`src/rtl/muldiv_sequencer.sv`:
```
// muldiv_sequencer: multi-cycle RV32M unit (MUL/MULH/MULHSU/MULHU/DIV/DIVU/REM/REMU).
// Operands are captured from EX, converted to magnitudes, iterated DATA_WIDTH times
// (shift-add multiply or restoring divide), then sign-corrected and returned with
// the destination tag. The front of the pipeline is stalled while the op runs.
// Optional build macro MULDIV_EARLY_OUT_EN adds zero-multiply and trivial-divide
// early completion in PREP.
module muldiv_sequencer #(
  parameter int DATA_WIDTH = 32
) (
  input  logic                  CLK,
  input  logic                  RST,
  input  logic                  START,
  input  logic [2:0]            FUNC3,
  input  logic [DATA_WIDTH-1:0] OPERAND1,
  input  logic [DATA_WIDTH-1:0] OPERAND2,
  input  logic [4:0]            RD_IN,
  input  logic                  FLUSH,
  output logic                  STALL,
  output logic                  BUSY,
  output logic                  DONE,
  output logic [DATA_WIDTH-1:0] RESULT,
  output logic [4:0]            RD_OUT
);

  localparam int W  = DATA_WIDTH;
  localparam int W2 = 2 * DATA_WIDTH;
  localparam int CW = $clog2(DATA_WIDTH);
  localparam logic [CW-1:0] LAST_ITER = CW'(W - 1);
  localparam logic [W-1:0]  MIN_NEG   = {1'b1, {(W-1){1'b0}}};

  typedef enum logic [1:0] {S_IDLE, S_PREP, S_CALC, S_DONE} state_t;

  // Two's complement negate of a W-bit value when en is set.
  function automatic logic [W-1:0] neg_w(input logic [W-1:0] v, input logic en);
    return en ? (~v + W'(1)) : v;
  endfunction

  // Two's complement negate of a 2W-bit product when en is set.
  function automatic logic [W2-1:0] neg_2w(input logic [W2-1:0] v, input logic en);
    return en ? (~v + W2'(1)) : v;
  endfunction

  state_t          state_q, state_d;
  logic [2:0]      func3_q, func3_d;
  logic [4:0]      rd_q, rd_d;
  logic            sign1_q, sign1_d;
  logic            sign2_q, sign2_d;
  logic [W-1:0]    op1_q, op1_d;
  logic [W-1:0]    op2_q, op2_d;
  logic            neg_q, neg_d;
  logic [W2-1:0]   acc_q, acc_d;
  logic [CW-1:0]   cnt_q, cnt_d;
  logic [W-1:0]    result_q, result_d;
  logic [4:0]      rdout_q, rdout_d;

  // Signedness of the incoming instruction's operands.
  logic in_s1, in_s2;
  assign in_s1 = (FUNC3 == 3'd1) || (FUNC3 == 3'd2) || (FUNC3 == 3'd4) || (FUNC3 == 3'd6);
  assign in_s2 = (FUNC3 == 3'd1) || (FUNC3 == 3'd4) || (FUNC3 == 3'd6);

  // Decode of the latched operation and operand magnitudes.
  logic         is_div, is_rem, is_mul_lo;
  logic [W-1:0] abs1, abs2;
  assign is_div    = func3_q[2];
  assign is_rem    = func3_q[2] & func3_q[1];
  assign is_mul_lo = (func3_q == 3'd0);
  assign abs1      = neg_w(op1_q, sign1_q);
  assign abs2      = neg_w(op2_q, sign2_q);

  // One iteration. acc holds {partial product, multiplier} for multiply and
  // {remainder, dividend/quotient} for divide; op2_q holds the multiplicand or divisor.
  logic [W:0]    mul_sum, div_shift, div_diff;
  logic          div_ge;
  logic [W2-1:0] acc_step;
  assign mul_sum   = {1'b0, acc_q[W2-1:W]} + {1'b0, ({W{acc_q[0]}} & op2_q)};
  assign div_shift = acc_q[W2-1:W-1];
  assign div_diff  = div_shift - {1'b0, op2_q};
  assign div_ge    = ~div_diff[W];
  assign acc_step  = is_div ? {(div_ge ? div_diff[W-1:0] : div_shift[W-1:0]), acc_q[W-2:0], div_ge}
                            : {mul_sum, acc_q[W-1:1]};

  // Sign-corrected result taken from the accumulator after the final iteration.
  logic [W2-1:0] prod_signed;
  logic [W-1:0]  calc_res;
  assign prod_signed = neg_2w(acc_step, neg_q);
  assign calc_res    = is_div ? (is_rem ? neg_w(acc_step[W2-1:W], neg_q)
                                        : neg_w(acc_step[W-1:0], neg_q))
                              : (is_mul_lo ? prod_signed[W-1:0] : prod_signed[W2-1:W]);

  // Detect operations whose result is known in PREP without iterating.
  logic         fast;
  logic [W-1:0] fast_res;
  always_comb begin
    fast     = 1'b0;
    fast_res = '0;
    if (is_div && (op2_q == '0)) begin
      fast     = 1'b1;
      fast_res = is_rem ? op1_q : '1;
    end else if (is_div && !func3_q[0] && (op1_q == MIN_NEG) && (op2_q == '1)) begin
      fast     = 1'b1;
      fast_res = is_rem ? '0 : MIN_NEG;
    end
`ifdef MULDIV_EARLY_OUT_EN
    else if (!is_div && ((op1_q == '0) || (op2_q == '0))) begin
      fast     = 1'b1;
      fast_res = '0;
    end else if (is_div && (abs1 < abs2)) begin
      fast     = 1'b1;
      fast_res = is_rem ? op1_q : '0;
    end else if (is_div && (abs2 == W'(1))) begin
      fast     = 1'b1;
      fast_res = is_rem ? '0 : neg_w(abs1, sign1_q ^ sign2_q);
    end
`endif
  end

  // Next-state and datapath update for every state.
  always_comb begin
    state_d  = state_q;
    func3_d  = func3_q;
    rd_d     = rd_q;
    sign1_d  = sign1_q;
    sign2_d  = sign2_q;
    op1_d    = op1_q;
    op2_d    = op2_q;
    neg_d    = neg_q;
    acc_d    = acc_q;
    cnt_d    = cnt_q;
    result_d = result_q;
    rdout_d  = rdout_q;
    case (state_q)
      S_IDLE: begin
        if (START && !FLUSH) begin
          func3_d = FUNC3;
          rd_d    = RD_IN;
          sign1_d = OPERAND1[W-1] & in_s1;
          sign2_d = OPERAND2[W-1] & in_s2;
          op1_d   = OPERAND1;
          op2_d   = OPERAND2;
          state_d = S_PREP;
        end
      end
      S_PREP: begin
        neg_d = is_rem ? sign1_q : (sign1_q ^ sign2_q);
        acc_d = {{W{1'b0}}, (is_div ? abs1 : abs2)};
        op2_d = is_div ? abs2 : abs1;
        cnt_d = '0;
        if (fast) begin
          result_d = fast_res;
          rdout_d  = rd_q;
          state_d  = S_DONE;
        end else begin
          state_d = S_CALC;
        end
      end
      S_CALC: begin
        acc_d = acc_step;
        if (cnt_q == LAST_ITER) begin
          result_d = calc_res;
          rdout_d  = rd_q;
          state_d  = S_DONE;
        end else begin
          cnt_d = cnt_q + CW'(1);
        end
      end
      S_DONE: begin
        state_d = S_IDLE;
      end
      default: begin
        state_d = S_IDLE;
      end
    endcase
    // A redirect abandons the operation and leaves the visible result untouched.
    if (FLUSH && (state_q != S_IDLE)) begin
      state_d  = S_IDLE;
      result_d = result_q;
      rdout_d  = rdout_q;
    end
  end

  // State and datapath registers with synchronous reset.
  always_ff @(posedge CLK) begin
    if (RST) begin
      state_q  <= S_IDLE;
      func3_q  <= '0;
      rd_q     <= '0;
      sign1_q  <= 1'b0;
      sign2_q  <= 1'b0;
      op1_q    <= '0;
      op2_q    <= '0;
      neg_q    <= 1'b0;
      acc_q    <= '0;
      cnt_q    <= '0;
      result_q <= '0;
      rdout_q  <= '0;
    end else begin
      state_q  <= state_d;
      func3_q  <= func3_d;
      rd_q     <= rd_d;
      sign1_q  <= sign1_d;
      sign2_q  <= sign2_d;
      op1_q    <= op1_d;
      op2_q    <= op2_d;
      neg_q    <= neg_d;
      acc_q    <= acc_d;
      cnt_q    <= cnt_d;
      result_q <= result_d;
      rdout_q  <= rdout_d;
    end
  end

  assign STALL  = ((state_q == S_IDLE) && START && !FLUSH) ||
                  (state_q == S_PREP) || (state_q == S_CALC);
  assign BUSY   = (state_q != S_IDLE);
  assign DONE   = (state_q == S_DONE);
  assign RESULT = result_q;
  assign RD_OUT = rdout_q;

endmodule

```
`config.mk`:
```
export PLATFORM = sky130hd
export DESIGN_NAME = muldiv_sequencer
export DESIGN_NICKNAME = d
export VERILOG_FILES = /design/src/rtl/muldiv_sequencer.sv
export SDC_FILE = /design/constraint.sdc
export NUM_CORES = 1
export LEC_CHECK = 0
export BUFFER_PORTS_ARGS = -buffer_cell sky130_fd_sc_hd__buf_2
export CAP_MARGIN = 20
export CELL_PAD_IN_SITES_DETAIL_PLACEMENT = 1
export CELL_PAD_IN_SITES_GLOBAL_PLACEMENT = 2
export CORE_ASPECT_RATIO = 1.75
export CORE_MARGIN = 4
export CORE_UTILIZATION = 37
export CTS_BUF_LIST = sky130_fd_sc_hd__clkbuf_4
export CTS_CLUSTER_DIAMETER = 40
export CTS_CLUSTER_SIZE = 8
export DETAILED_ROUTE_END_ITERATION = 10
export PLACE_DENSITY_LB_ADDON = 0.1
export REMOVE_ABC_BUFFERS = 1
export SYNTH_ARGS = -nofsm -noshare
export SYNTH_HDL_FRONTEND = slang
export SYNTH_SLANG_ARGS = --single-unit
```
`constraint.sdc`:
```
create_clock -name CLK -period 6.6 [get_ports CLK]
set_clock_uncertainty 0.1 [all_clocks]
set_input_delay 0.33 -clock CLK [delete_from_list [all_inputs] [get_ports CLK]]
set_output_delay 0.33 -clock CLK [all_outputs]
set_load 0.05 [all_outputs]
```
* After elaboration in Yosys (flattened, before gate mapping)
Index checks and enable logic that the tools add are counted.
** Storage, ports and cells
- Flip-flop bits (word level) :: 183
- Latch bits :: 0
- Bits in writable memories :: 0
- Memory bits (read-only) :: 0
- Bits of input ports :: 76
- Memories :: 0
** Operators by class
- Add/sub/neg operators :: 8
- Multiply operators :: 0
- Divide/modulo/power cells :: 0
- Magnitude comparators :: 0
- Equal/unequal tests :: 14
- Shift-type cells :: 0
- Muxes and demuxes :: 34
- Bitwise logic cells :: 12
- Reduce and logical (&&, ||, !) cells :: 29
** Operator list (count)
- $mux W32 :: 17
- $add A32 B1 Y32 const B :: 4
- $mux W64 :: 2
- $not A32 Y32 :: 4
- $pmux W32 S2 :: 2
- $pmux W64 S2 :: 1
- $add A64 B1 Y64 const B :: 1
- $eq A32 B32 Y1 const B :: 2
- $not A64 Y64 :: 1
- $add A32 B32 Y33 :: 1
- $sub A33 B32 Y33 :: 1
- $and A32 B32 Y32 :: 1
- $logic_not A32 Y1 :: 1
- $pmux W5 S2 :: 2
- $mux W5 :: 3
- $logic_and A1 B1 Y1 :: 8
- $ne A2 B2 Y1 const B :: 4
- $pmux W2 S4 :: 1
- $reduce_and A2 Y1 :: 4
- $logic_or A1 B1 Y1 :: 7
- $eq A3 B3 Y1 const B :: 2
- $reduce_bool A2 Y1 :: 3
- $add A5 B1 Y5 const B :: 1
- $eq A5 B5 Y1 const B :: 1
- other kinds (14) :: 23

* Longest topological paths before layout
Gate-level depths: netlist of the first run.
- Depth after elaboration :: 10
- Mapped depth :: 26
- Depth with buffers taken out :: 23

* Worst setup path before layout of the first run
No wires, ideal clock.
- Path kind :: reg-to-reg
- Start point :: register func3_q[2]
- End point :: register result_q[22] (netlist: RESULT[22])
- Arrival :: 4.925 ns
- Required time :: 6.414 ns
- Setup slack :: 1.490 ns
- Cell stages (with the launch flop) :: 22
- Path buffers :: 11
- Clock period less this slack :: 5.110 ns
- Cell sequence :: dfxtp_1 -> buf_2 -> buf_2 -> buf_2 -> buf_2 -> buf_2 -> buf_2 -> buf_2 -> buf_2 -> buf_2 -> buf_2 -> mux2i_1 -> ha_1 -> nand2_1 -> nor4_1 -> nand3_1 -> or3_1 -> clkbuf_1 -> o41ai_1 -> xnor2_1 -> nand2_1 -> a211oi_1
** Between the ends
- Word-level cells in the longest chain between the ends :: 8
- Elaborated cells between the ends (all ways) :: 29
** Ends and longest elaborated chain
- from (decl) :: line 44 : logic [2:0] func3_q, func3_d;
- from (signal assigned) :: line 198 : func3_q <= func3_d;
- $mux W64 :: line 79 : assign acc_step = is_div ? {(div_ge ? div_diff[W-1:0] : div_shift[W-1:0]), acc_q[W-2:0], div_ge}
- $not A64 Y64 or $not A32 Y32 (tied branches) :: line 40, 35
- $add A64 B1 Y64 or $add A32 B1 Y32 (tied branches) :: line 40, 35
- $mux W64 or $mux W32 (tied branches) :: line 40, 35
- $mux W32 (on tied branches) :: line 88, 86
- $mux W32 :: line 86 : assign calc_res = is_div ? (is_rem ? neg_w(acc_step[W2-1:W], neg_q)
- $mux W32 :: line 158 : if (cnt_q == LAST_ITER) begin
- $pmux W32 S2 :: line 131 : case (state_q)
- to (signal assigned) :: line 207 : result_q <= result_d;
- to (decl) :: line 53 : logic [W-1:0] result_q, result_d;
Several ways; a longest one is shown, not always the timed one. The select of a mux whose other input is x is not followed.
A chain may end at the register's enable or synchronous reset.

* Worst setup path in the final report of the first run
- Start point :: register acc_q[31]
- End point :: register result_q[28] (netlist: RESULT[28])
** Between the ends
- Word-level cells in the longest chain between the ends :: 10
- Elaborated cells between the ends (all ways) :: 18
** Ends and longest elaborated chain
- from (decl) :: line 51 : logic [W2-1:0] acc_q, acc_d;
- from (signal assigned) :: line 192 : acc_q <= '0;
- from (signal assigned) :: line 205 : acc_q <= acc_d;
- $sub A33 B32 Y33 :: line 77 : assign div_diff = div_shift - {1'b0, op2_q};
- $mux W32 or $not A1 Y1 (tied branches) :: line 79, 78
- $mux W64 (*) :: line 79
- $not A64 Y64 or $not A32 Y32 (tied branches) :: line 40, 35
- $add A64 B1 Y64 or $add A32 B1 Y32 (tied branches) :: line 40, 35
- $mux W64 or $mux W32 (tied branches) :: line 40, 35
- $mux W32 (on tied branches) :: line 88, 86
- $mux W32 (*) :: line 86
- $mux W32 (*) :: line 158
- $pmux W32 S2 (*) :: line 131
Mark *: on every way between the ends. The rest lies on a longest branch, timed or not. The select of a mux whose other input is x is not followed.

==> results.json, run 1 <==
{
  "ys.flop_type": "dfxtp_1",
  "ctsResizeCount": 0,
  "yosysUniqueCellTypes": 100,
  "htreeDepth": 4,
  "worstSetupPathType": "reg -> reg",
  "fin_crit_ps": 6160,
  "power_density_nw_per_um2": 338,
  "critical-path-max-stage-delay_ps": 600,
  "rows": 106,
  "cts.sinks": 183,
  "numCtsBuffers": 17,
  "end_kind": "flip-flop",
  "first_iter_violations": 1426,
  "worstHoldPathType": "in -> reg",
  "p_leak_nw": 8.06,
  "fin_crit_sh": 0.933,
  "core_um2": 48000,
  "hold_violations": 0,
  "finalWirelength_um": 90600,
  "p_sw_mw": 3.93,
  "grt_pass1_wl_um": 135000,
  "vias_per_cell": 6.20,
  "drive_gt1_frac": 0.114,
  "peakVddDrop_mv": 0.471,
  "dp_hpwl_um": 70200,
  "rsz0062_at_grt": "no",
  "synth_xor_area_frac": 0.0823,
  "whs_ps": 61.5,
  "portBuffers": 115,
  "synthArstFlopShare": 0,
  "outcome": "finished, final reports clean",
  "grt_overflow_total": 0,
  "cap_viol_max_count": 0,
  "critPathSlowestCell": "or4_1",
  "worst_slack_ps": 444,
  "p_seq_frac": 0.235,
  "grt_max_degree": 84,
  "die_x_um": 175,
  "syn_area_per_cell_um2": 7.07,
  "post-cts-setup-buffers": 0,
  "clk-insertion-delay-late_ps": 700,
  "grt_use_total": 0.335,
  "crit_arrival_ps": 6670,
  "synth-seq-cells": 183,
  "synth.mux.area_fraction": 0.0538,
  "synth-seq-area-share": 0.203,
  "fp.dieArea_um2": 52600,
  "power.internal_mw": 3.00,
  "layout_common_cells": "nand2_1 (299), nor2_1 (282), a21oi_1 (198)",
  "pwr-share-clk": 0.105,
  "clkTransAtPathRegs_ps": 190,
  "clock.fmax_mhz": 162,
  "drtAntennaViolNets": 0,
  "dieHeight_um": 300,
  "synth_top_area_frac": 0.203,
  "cp_common_cell": "inv_1",
  "swShare": 0.567,
  "worst_pin_slew_ps": 1120,
  "max_slew_margin": 0.248,
  "initial_utilization": 0.377,
  "path_cells": "inv_1 -> ha_1 -> inv_1 -> fa_1 -> a211oi_1 -> o211ai_1 -> a21oi_2 -> a21oi_2 -> a211oi_4 -> nand3_1 -> a31o_2 -> inv_1 -> ha_1 -> o31ai_1 -> or3_1 -> or4_1 -> o41ai_1 -> xor2_1 -> o2111ai_1 -> and3_1",
  "synth_compound_area_frac": 0.301,
  "synth_fa_ha_area_frac": 0.0541,
  "synth_warnings": 0,
  "cts_tree": "done",
  "finalNetCount": 2821,
  "worstPathRequired_ps": 7110,
  "setup_viol_count_final": 0,
  "cts-root-buf": "clkbuf_4",
  "antenna_found_initial": 2,
  "area_growth_pct": 13.6,
  "synth_top_cell_by_area": "dfxtp_1",
  "drv_slew": 0,
  "dp_worst_setup_slack_ps": 532,
  "synth-simple-area-share": 0.249,
  "wl_per_cell_um": 27.2,
  "cp_max_fo": 8,
  "holdBufCountCts": 81,
  "first_pass_iters": 5,
  "grt_pass1_vias": 21200,
  "synth_edf_count": 0,
  "drc": 0,
  "ios": 116,
  "num_vias": 20700,
  "start_kind": "flip-flop",
  "cts.path.max_buffers": 2,
  "synth_top_family_by_area": "compound AO/OA/AOI/OAI gates",
  "gp_congestion": 0.968,
  "synth.cell_area_um2": 18100,
  "syn_inst": 2556,
  "combPwrFrac": 0.660,
  "synth_area_leaders": "dfxtp_1 (20%), nand2_1 (6.2%), nor2_1 (5.9%)",
  "final_common_cell": "nand2_1"
}
[cell families (layout without fill, tap and decap cells)]
group | after synthesis | count (layout)
compound gates | 823 | 823
xor+xnor | 170 | 170
fa+ha+maj | 77 | 77
buf+inv | 261 | 386
flops | 183 | 183
mux | 83 | 83
other cells | 0 | 3
simple gates | 959 | 959
[sequential cells by signal (all words and copies together) (netlist names), 2 cells and up]
name / flops
op1_q: 32
rd_q: 5
RESULT: 32
func3_q: 3
op2_q: 32
cnt_q: 5
acc_q: 64
RD_OUT: 5
state_q: 2
[metal layers]
metal | up-vias | GRT usage | part of all wire
met5 | - | 0 | 0
met4 | 0 | 0.186 | 0.062
met2 | 581 | 0.600 | 0.51
met3 | 200 | 0.0285 | 0.038
met1 | 10300 | 0.391 | 0.40
li1 | 9574 | - | -
[final timing paths]
path / to / from / cells past startpoint / slack (ps)
worst max register to register: RESULT[28] / acc_q[31] / 20 / 440
worst min-delay path: op2_q[0] / OPERAND2[0] / 3 / 60
worst min register to register: rd_q[0] / rd_q[0] / 2 / 370
worst max-delay path: RESULT[28] / acc_q[31] / 20 / 440
[power groups by stage]
stage | registers, mW | logic (mW) | clock network (mW)
after detailed placement | 1.65 | 4.45 | 0
after global placement | 1.64 | 4.39 | 0
after global routing | 1.65 | 4.91 | 0.781
final | 1.63 | 4.58 | 0.726
after floorplan | 1.68 | 2.71 | 0
after CTS | 1.62 | 4.52 | 0.747
[critical path, delay by kind of cell (launching register included)]
family          cells  cell delay [ps]
simple gates        4             1380
xor+xnor            1              210
fa+ha+maj           3              920
compound gates      9             2640
flops               1              390
buf+inv             3              410
[metrics by stage]
| stage | TNS (ps) | area, µm² | instances | utilization | total power, mW |
|---|---|---|---|---|---|
| finish | 0 | 20500 | 3332 | 0.428 | 6.93 |
| global route | 0 | 20500 | 3330 | 0.428 | 7.34 |
| CTS | 0 | 20500 | 3329 | 0.428 | 6.89 |
| detailed placement | 0 | 19400 | 3216 | 0.405 | 6.09 |
| global placement | 0 | 19400 | 3216 | 0.405 | 6.04 |
| floorplan | -195940 | 17300 | 2370 | - | 4.39 |
[area by class of cell]
class                      instances  area (µm²)
clock buffer                      17         128
multi-input combinational       2112       13400
tap                              648         811
sequential                       183        3670
antenna                            3        7.51
clock inverter                    15         166
timing repair buffer             279        2040
inverter                          75         283
fill                            6128       27500
[cells in the mapped netlist, types with 11 or more instances]
cell and n:
nor2_1 284, xnor2_1 102, o31ai_1 47, o21ai_0 187
buf_2 21, nor4_1 16, clkbuf_1 147, xor2_1 68
o211ai_1 20, inv_1 72, a22oi_1 25, buf_1 15
or4_1 15, a211oi_1 89, mux2_2 14, mux2i_1 59
ha_1 75, nand2b_1 19, o21a_1 21, or3_1 24
o211a_1 15, a21o_1 22, o22ai_1 12, dfxtp_1 183
or2_2 11, a311oi_1 14, a21oi_1 198, and2_1 51
nand2_1 299, o41ai_1 16, a221oi_1 11, nor3_1 84
nand4_1 28, nand3_1 61, a31oi_1 25
Power figures use the tool's default switching activity.
==> inputs of run 2 (changes only) <==
Settings changed: CTS_CLUSTER_SIZE 8 to default, PLACE_DENSITY from default to 0.81, PLACE_DENSITY_LB_ADDON 0.1 to default.
==> run 2 against run 1 <==
Via count up 0.88%. First-iteration DRC count up 7.0%. Routed wire length down 1.8%. Maximum frequency up 1.8%. Global-route usage down 0.66 points. Clock power up 5.9%. Sequential cell count unchanged. Sequential power about the same. Sequential share of layout area down 0.14 points. Critical path type unchanged.
==> results.json, run 2 (synthesis results as in run 1) <==
{
  "dp_worst_setup_slack_ps": 534,
  "layout_common_cells": "nand2_1 (299), nor2_1 (282), a21oi_1 (198)",
  "worstHoldPathType": "in -> reg",
  "gp_congestion": 0.964,
  "die_x_um": 175,
  "power_density_nw_per_um2": 341,
  "cts.sinks": 183,
  "grt_pass1_wl_um": 133000,
  "drv_slew": 0,
  "grt_overflow_total": 0,
  "dieHeight_um": 300,
  "first_pass_iters": 5,
  "critical-path-max-stage-delay_ps": 600,
  "dp.cells": 3238,
  "outcome": "finished, final reports clean",
  "start_kind": "flip-flop",
  "portBuffers": 115,
  "top_register": "acc_q",
  "clk-insertion-delay-late_ps": 700,
  "finalNetCount": 2840,
  "wl_per_cell_um": 26.6,
  "fin_crit_sh": 0.916,
  "dp_hpwl_um": 69400,
  "peakVddDrop_mv": 0.239,
  "clkTransAtPathRegs_ps": 170,
  "vias_per_cell": 6.22,
  "initial_utilization": 0.377,
  "cap_viol_max_count": 0,
  "cts-root-buf": "clkbuf_4",
  "largest_reg_flops": 64,
  "crit_arrival_ps": 6560,
  "worstSetupPathType": "reg -> reg",
  "grt_max_degree": 91,
  "post-cts-setup-buffers": 0,
  "worst_slack_ps": 552,
  "grt_pass1_vias": 21400,
  "hold_violations": 0,
  "grt_use_total": 0.328,
  "htreeDepth": 4,
  "end_kind": "flip-flop",
  "critPathSlowestCell": "a211oi_1",
  "final_util": 0.431,
  "whs_ps": 52.9,
  "core_um2": 48000,
  "max_slew_margin": 0.241,
  "worst_pin_slew_ps": 1130,
  "final_common_cell": "nand2_1",
  "clock.fmax_mhz": 165,
  "tns_ps": 0,
  "drive_gt1_frac": 0.120,
  "worstPathRequired_ps": 7110,
  "fp.dieArea_um2": 52600,
  "path_cells": "ha_1 -> a211oi_1 -> o21bai_1 -> a211oi_1 -> nand2_1 -> o21ai_1 -> nor2_1 -> a21oi_1 -> ha_1 -> nand2_1 -> nor4_1 -> nand3_1 -> or3_1 -> buf_4 -> and2_1 -> o31ai_1 -> xor2_1 -> a31oi_1 -> nor3_1",
  "area_growth_pct": 14.4,
  "rows": 106,
  "drtAntennaViolNets": 0,
  "antenna_found_initial": 3,
  "cts.path.max_buffers": 2,
  "first_iter_violations": 1526,
  "cts_tree": "done",
  "fin_crit_ps": 6050,
  "cp_max_fo": 8,
  "rsz0062_at_grt": "no",
  "stdcell_count": 3349,
  "num_vias": 20800,
  "drc": 0,
  "p_leak_nw": 8.16,
  "setup_viol_count_final": 0,
  "ios": 116,
  "numCtsBuffers": 17,
  "finalWirelength_um": 89000
}
==> run 2: cell types whose count changed in the layout (fill, tap and decap cells not counted), moves of 2 or more <==
cell           before  now
buf_4              81  103
bufinv_16           2    4
clkbuf_4           17   22
clkinv_1            2    4
clkinvlp_4          3    1
diode_2             3    1
dlygate4sd3_1      81   77
inv_6               4    0
inv_8               2    0
==> run 2: where the power goes <==
part | total (mW) | switching (mW) | internal [mW] | leakage (nW)
Sequential | 1.60 | 0.303 | 1.29 | 1.49
Clock | 0.769 | 0.451 | 0.318 | 0.171
Combinational | 4.69 | 3.17 | 1.52 | 6.50
Total | 7.05 | 3.92 | 3.13 | 8.16
==> run 2: per-layer routing <==
layer,wire length (µm),up-vias,track usage
met5,0,-,0
met4,6170,0,0.198
met3,3790,228,0.0278
met2,44300,653,0.585
met1,34700,10400,0.380
li1,-,9602,-
==> run 2: worst paths after layout <==
path	from	endpoint	slack, ps	depth (start not counted)
max reg2reg	acc_q[56]	RESULT[20]	550	19
min	OPERAND2[0]	op2_q[0]	50	3
max	acc_q[56]	RESULT[20]	550	19
min reg2reg	rd_q[2]	rd_q[2]	370	2
==> run 2: area by class of cell <==
type,instances,area (µm²)
tap,648,811
inverter,75,283
sequential,183,3670
antenna,1,2.50
fill,6183,27300
clock inverter,10,153
timing repair buffer,298,2190
clock buffer,22,165
multi-input combinational,2112,13400
==> run 2: worst max-delay path, delay by kind of cell (launching register included) <==
kind | cells | cell delay [ps]
compound gates | 7 | 1930
simple gates | 8 | 2280
buf+inv | 1 | 240
flops | 1 | 570
xor+xnor | 1 | 200
fa+ha+maj | 2 | 610
==> run 2: through the flow <==
step	cell area, µm²	total power [mW]
floorplan	17300	4.39
global placement	19600	6.07
detailed placement	19600	6.15
CTS	20700	6.97
global route	20700	7.45
finish	20700	7.05
==> run 2: repair_timing <==
| action | in CTS | in global routing |
|---|---|---|
| setup endpoints to repair | 0 | 1 |
| gates resized for setup | 0 | 1 |
| endpoints found under the hold margin | 92 | 0 |
| hold buffers | 77 | 0 |
==> inputs of run 3 (changes only) <==
Settings changed: RECOVER_POWER from default to 25, SKIP_LAST_GASP from default to 1, SLEW_MARGIN from default to 20.
==> run 3 against run 2 <==
Utilization is 0.11 points lower. Register-to-register slack better by 20 ps. Die area stayed put. The flow now finishes with violations (max-capacitance violations, max-slew violations). Critical path type unchanged. Combinational power hardly changed. Sequential share of layout area hardly changed. Routed wire length is 0.11% lower. Worst hold slack better by 12 ps.
==> results.json, run 3 (synthesis results as in run 1) <==
{
  "outcome": "complete, but fails checks",
  "failed_checks": "max-capacitance violations, max-slew violations",
  "portBuffers": 115,
  "rsz0062_at_grt": "no",
  "area_growth_pct": 14.1,
  "post-cts-setup-buffers": 0,
  "worst_pin_slew_ps": 2600,
  "fin_crit_sh": 0.913,
  "p_leak_nw": 8.00,
  "peakVddDrop_mv": 0.238,
  "place_area_um2": 19600,
  "first_pass_iters": 5,
  "end_kind": "flip-flop",
  "antenna_found_initial": 3,
  "clk-insertion-delay-late_ps": 700,
  "cts.path.max_buffers": 2,
  "grt_pass1_wl_um": 133000,
  "core_um2": 48000,
  "r2r_setup_slack_ps": 570,
  "worstPathRequired_ps": 7110,
  "top_register": "acc_q",
  "htreeDepth": 4,
  "rr_worst_depth": 22,
  "layout_common_cells": "nand2_1 (299), nor2_1 (282), a21oi_1 (198)",
  "cap_viol_max_count": 2,
  "final_common_cell": "nand2_1",
  "finalWirelength_um": 88900,
  "fin_crit_ps": 6030,
  "clkTransAtPathRegs_ps": 160,
  "crit_arrival_ps": 6540,
  "grt_overflow_total": 0,
  "worstHoldPathType": "in -> reg",
  "fillerInstances": 6201,
  "drtAntennaViolNets": 0,
  "fin_area_um2": 20600,
  "max_slew_margin": -0.732,
  "cts-root-buf": "clkbuf_4",
  "combPwrFrac": 0.665,
  "hold_depth": 3,
  "fp.dieArea_um2": 52600,
  "clock.fmax_mhz": 166,
  "r2r-end": "RESULT[20]",
  "grt_max_degree": 91,
  "whs_ps": 64.5,
  "grt_use_total": 0.328,
  "pwr-share-clk": 0.109,
  "hold_path_end": "op2_q[0]",
  "largest_reg_flops": 64,
  "p_seq_frac": 0.226,
  "finalNetCount": 2840,
  "dp_hpwl_um": 69400,
  "cts_tree": "done",
  "first_iter_violations": 1364,
  "hp-start": "OPERAND2[0]",
  "start_kind": "flip-flop",
  "hold_violations": 0,
  "cp_max_fo": 8,
  "vias_per_cell": 6.19,
  "drv_slew": 92,
  "drive_gt1_frac": 0.105,
  "rows": 106,
  "ios": 116,
  "initial_utilization": 0.377,
  "worstSetupPathType": "reg -> reg",
  "die_x_um": 175,
  "critPathSlowestCell": "or3_1",
  "p_total_mw": 7.04,
  "cts.sinks": 183,
  "grt_pass1_vias": 21400,
  "numCtsBuffers": 17,
  "worstReg2RegStart": "acc_q[31]",
  "p_sw_mw": 3.92,
  "gp_congestion": 0.964,
  "drc": 0,
  "power_density_nw_per_um2": 341,
  "critical-path-max-stage-delay_ps": 600,
  "power.internal_mw": 3.13,
  "wl_per_cell_um": 26.5,
  "setup_viol_count_final": 0,
  "num_vias": 20700,
  "dieHeight_um": 300,
  "swShare": 0.556,
  "path_cells": "inv_1 -> ha_1 -> inv_1 -> fa_1 -> a211oi_1 -> o211ai_1 -> a21oi_2 -> a21oi_2 -> o21ai_1 -> nor2_1 -> a21oi_1 -> ha_1 -> nand2_1 -> nor4_1 -> nand3_1 -> or3_1 -> buf_4 -> and2_1 -> o31ai_1 -> xor2_1 -> a31oi_1 -> nor3_1"
}
==> run 3: cell types whose count changed in the layout (fill, tap and decap cells not counted) <==
cell / previous run / this run
clkbuf_1: 0 / 40
buf_2: 114 / 76
buf_4: 103 / 101
==> run 3: worst max path at each step <==
stage               start  depth (start not counted)          to
2_1_floorplan  func3_q[2]                          8  RESULT[30]
3_3_place_gp    acc_q[31]                         22  RESULT[20]
3_5_place_dp    acc_q[31]                         22  RESULT[20]
4_1_cts         acc_q[31]                         22  RESULT[20]
5_1_grt         acc_q[31]                         22  RESULT[20]
6_report        acc_q[31]                         22  RESULT[20]
==> run 3: repair_timing <==
item	in CTS	in global routing
hold buffers	77	0
gates resized for setup	0	1
setup endpoints to repair	0	1
hold endpoints to repair	92	0
==> run 3: final cells by class <==
| cell class | instances | area [µm²] | share of cell area |
|---|---|---|---|
| clock inverter | 10 | 153 | 0.00740 |
| inverter | 75 | 283 | 0.0137 |
| antenna | 1 | 2.50 | 0.000121 |
| timing repair buffer | 298 | 2130 | 0.103 |
| clock buffer | 22 | 165 | 0.00800 |
| multi-input combinational | 2112 | 13400 | 0.651 |
| sequential | 183 | 3670 | 0.178 |
| tap | 648 | 811 | 0.0393 |
==> run 3: per-layer routing <==
metal / vias to the layer above / share of wire / routed length [µm] / track usage
li1: 9591 / - / - / -
met1: 10300 / 0.39 / 34400 / 0.380
met2: 671 / 0.50 / 44300 / 0.585
met3: 214 / 0.046 / 4050 / 0.0278
met4: 0 / 0.069 / 6090 / 0.198
met5: - / 0 / 0 / 0
==> run 3: through the flow <==
step / utilization / instances / TNS, ps / setup WS (ps)
finish: 0.430 / 3349 / 0 / 574
CTS: 0.431 / 3347 / 0 / 472
global placement: 0.408 / 3238 / 0 / 765
detailed placement: 0.408 / 3238 / 0 / 534
global route: 0.430 / 3349 / 0 / 132
floorplan: - / 2370 / -195940 / -3740
==> run 3: worst max-delay path: cells and delay by family, from the launching register on <==
kind | cells | cell delay, ps
xor gates and xnor gates | 1 | 200
AOI/OAI and AO/OA | 8 | 1770
and+or+nand+nor | 7 | 2060
adders and majority gates | 3 | 870
DFF | 1 | 390
buffers and inverters | 3 | 530
==> run 3: power groups by stage <==
| stage | registers, mW | logic [mW] | clock network [mW] |
|---|---|---|---|
| after floorplan | 1.68 | 2.71 | 0 |
| after global placement | 1.60 | 4.47 | 0 |
| after detailed placement | 1.61 | 4.54 | 0 |
| after CTS | 1.59 | 4.60 | 0.783 |
| after global routing | 1.62 | 5.01 | 0.813 |
| final | 1.59 | 4.68 | 0.767 |
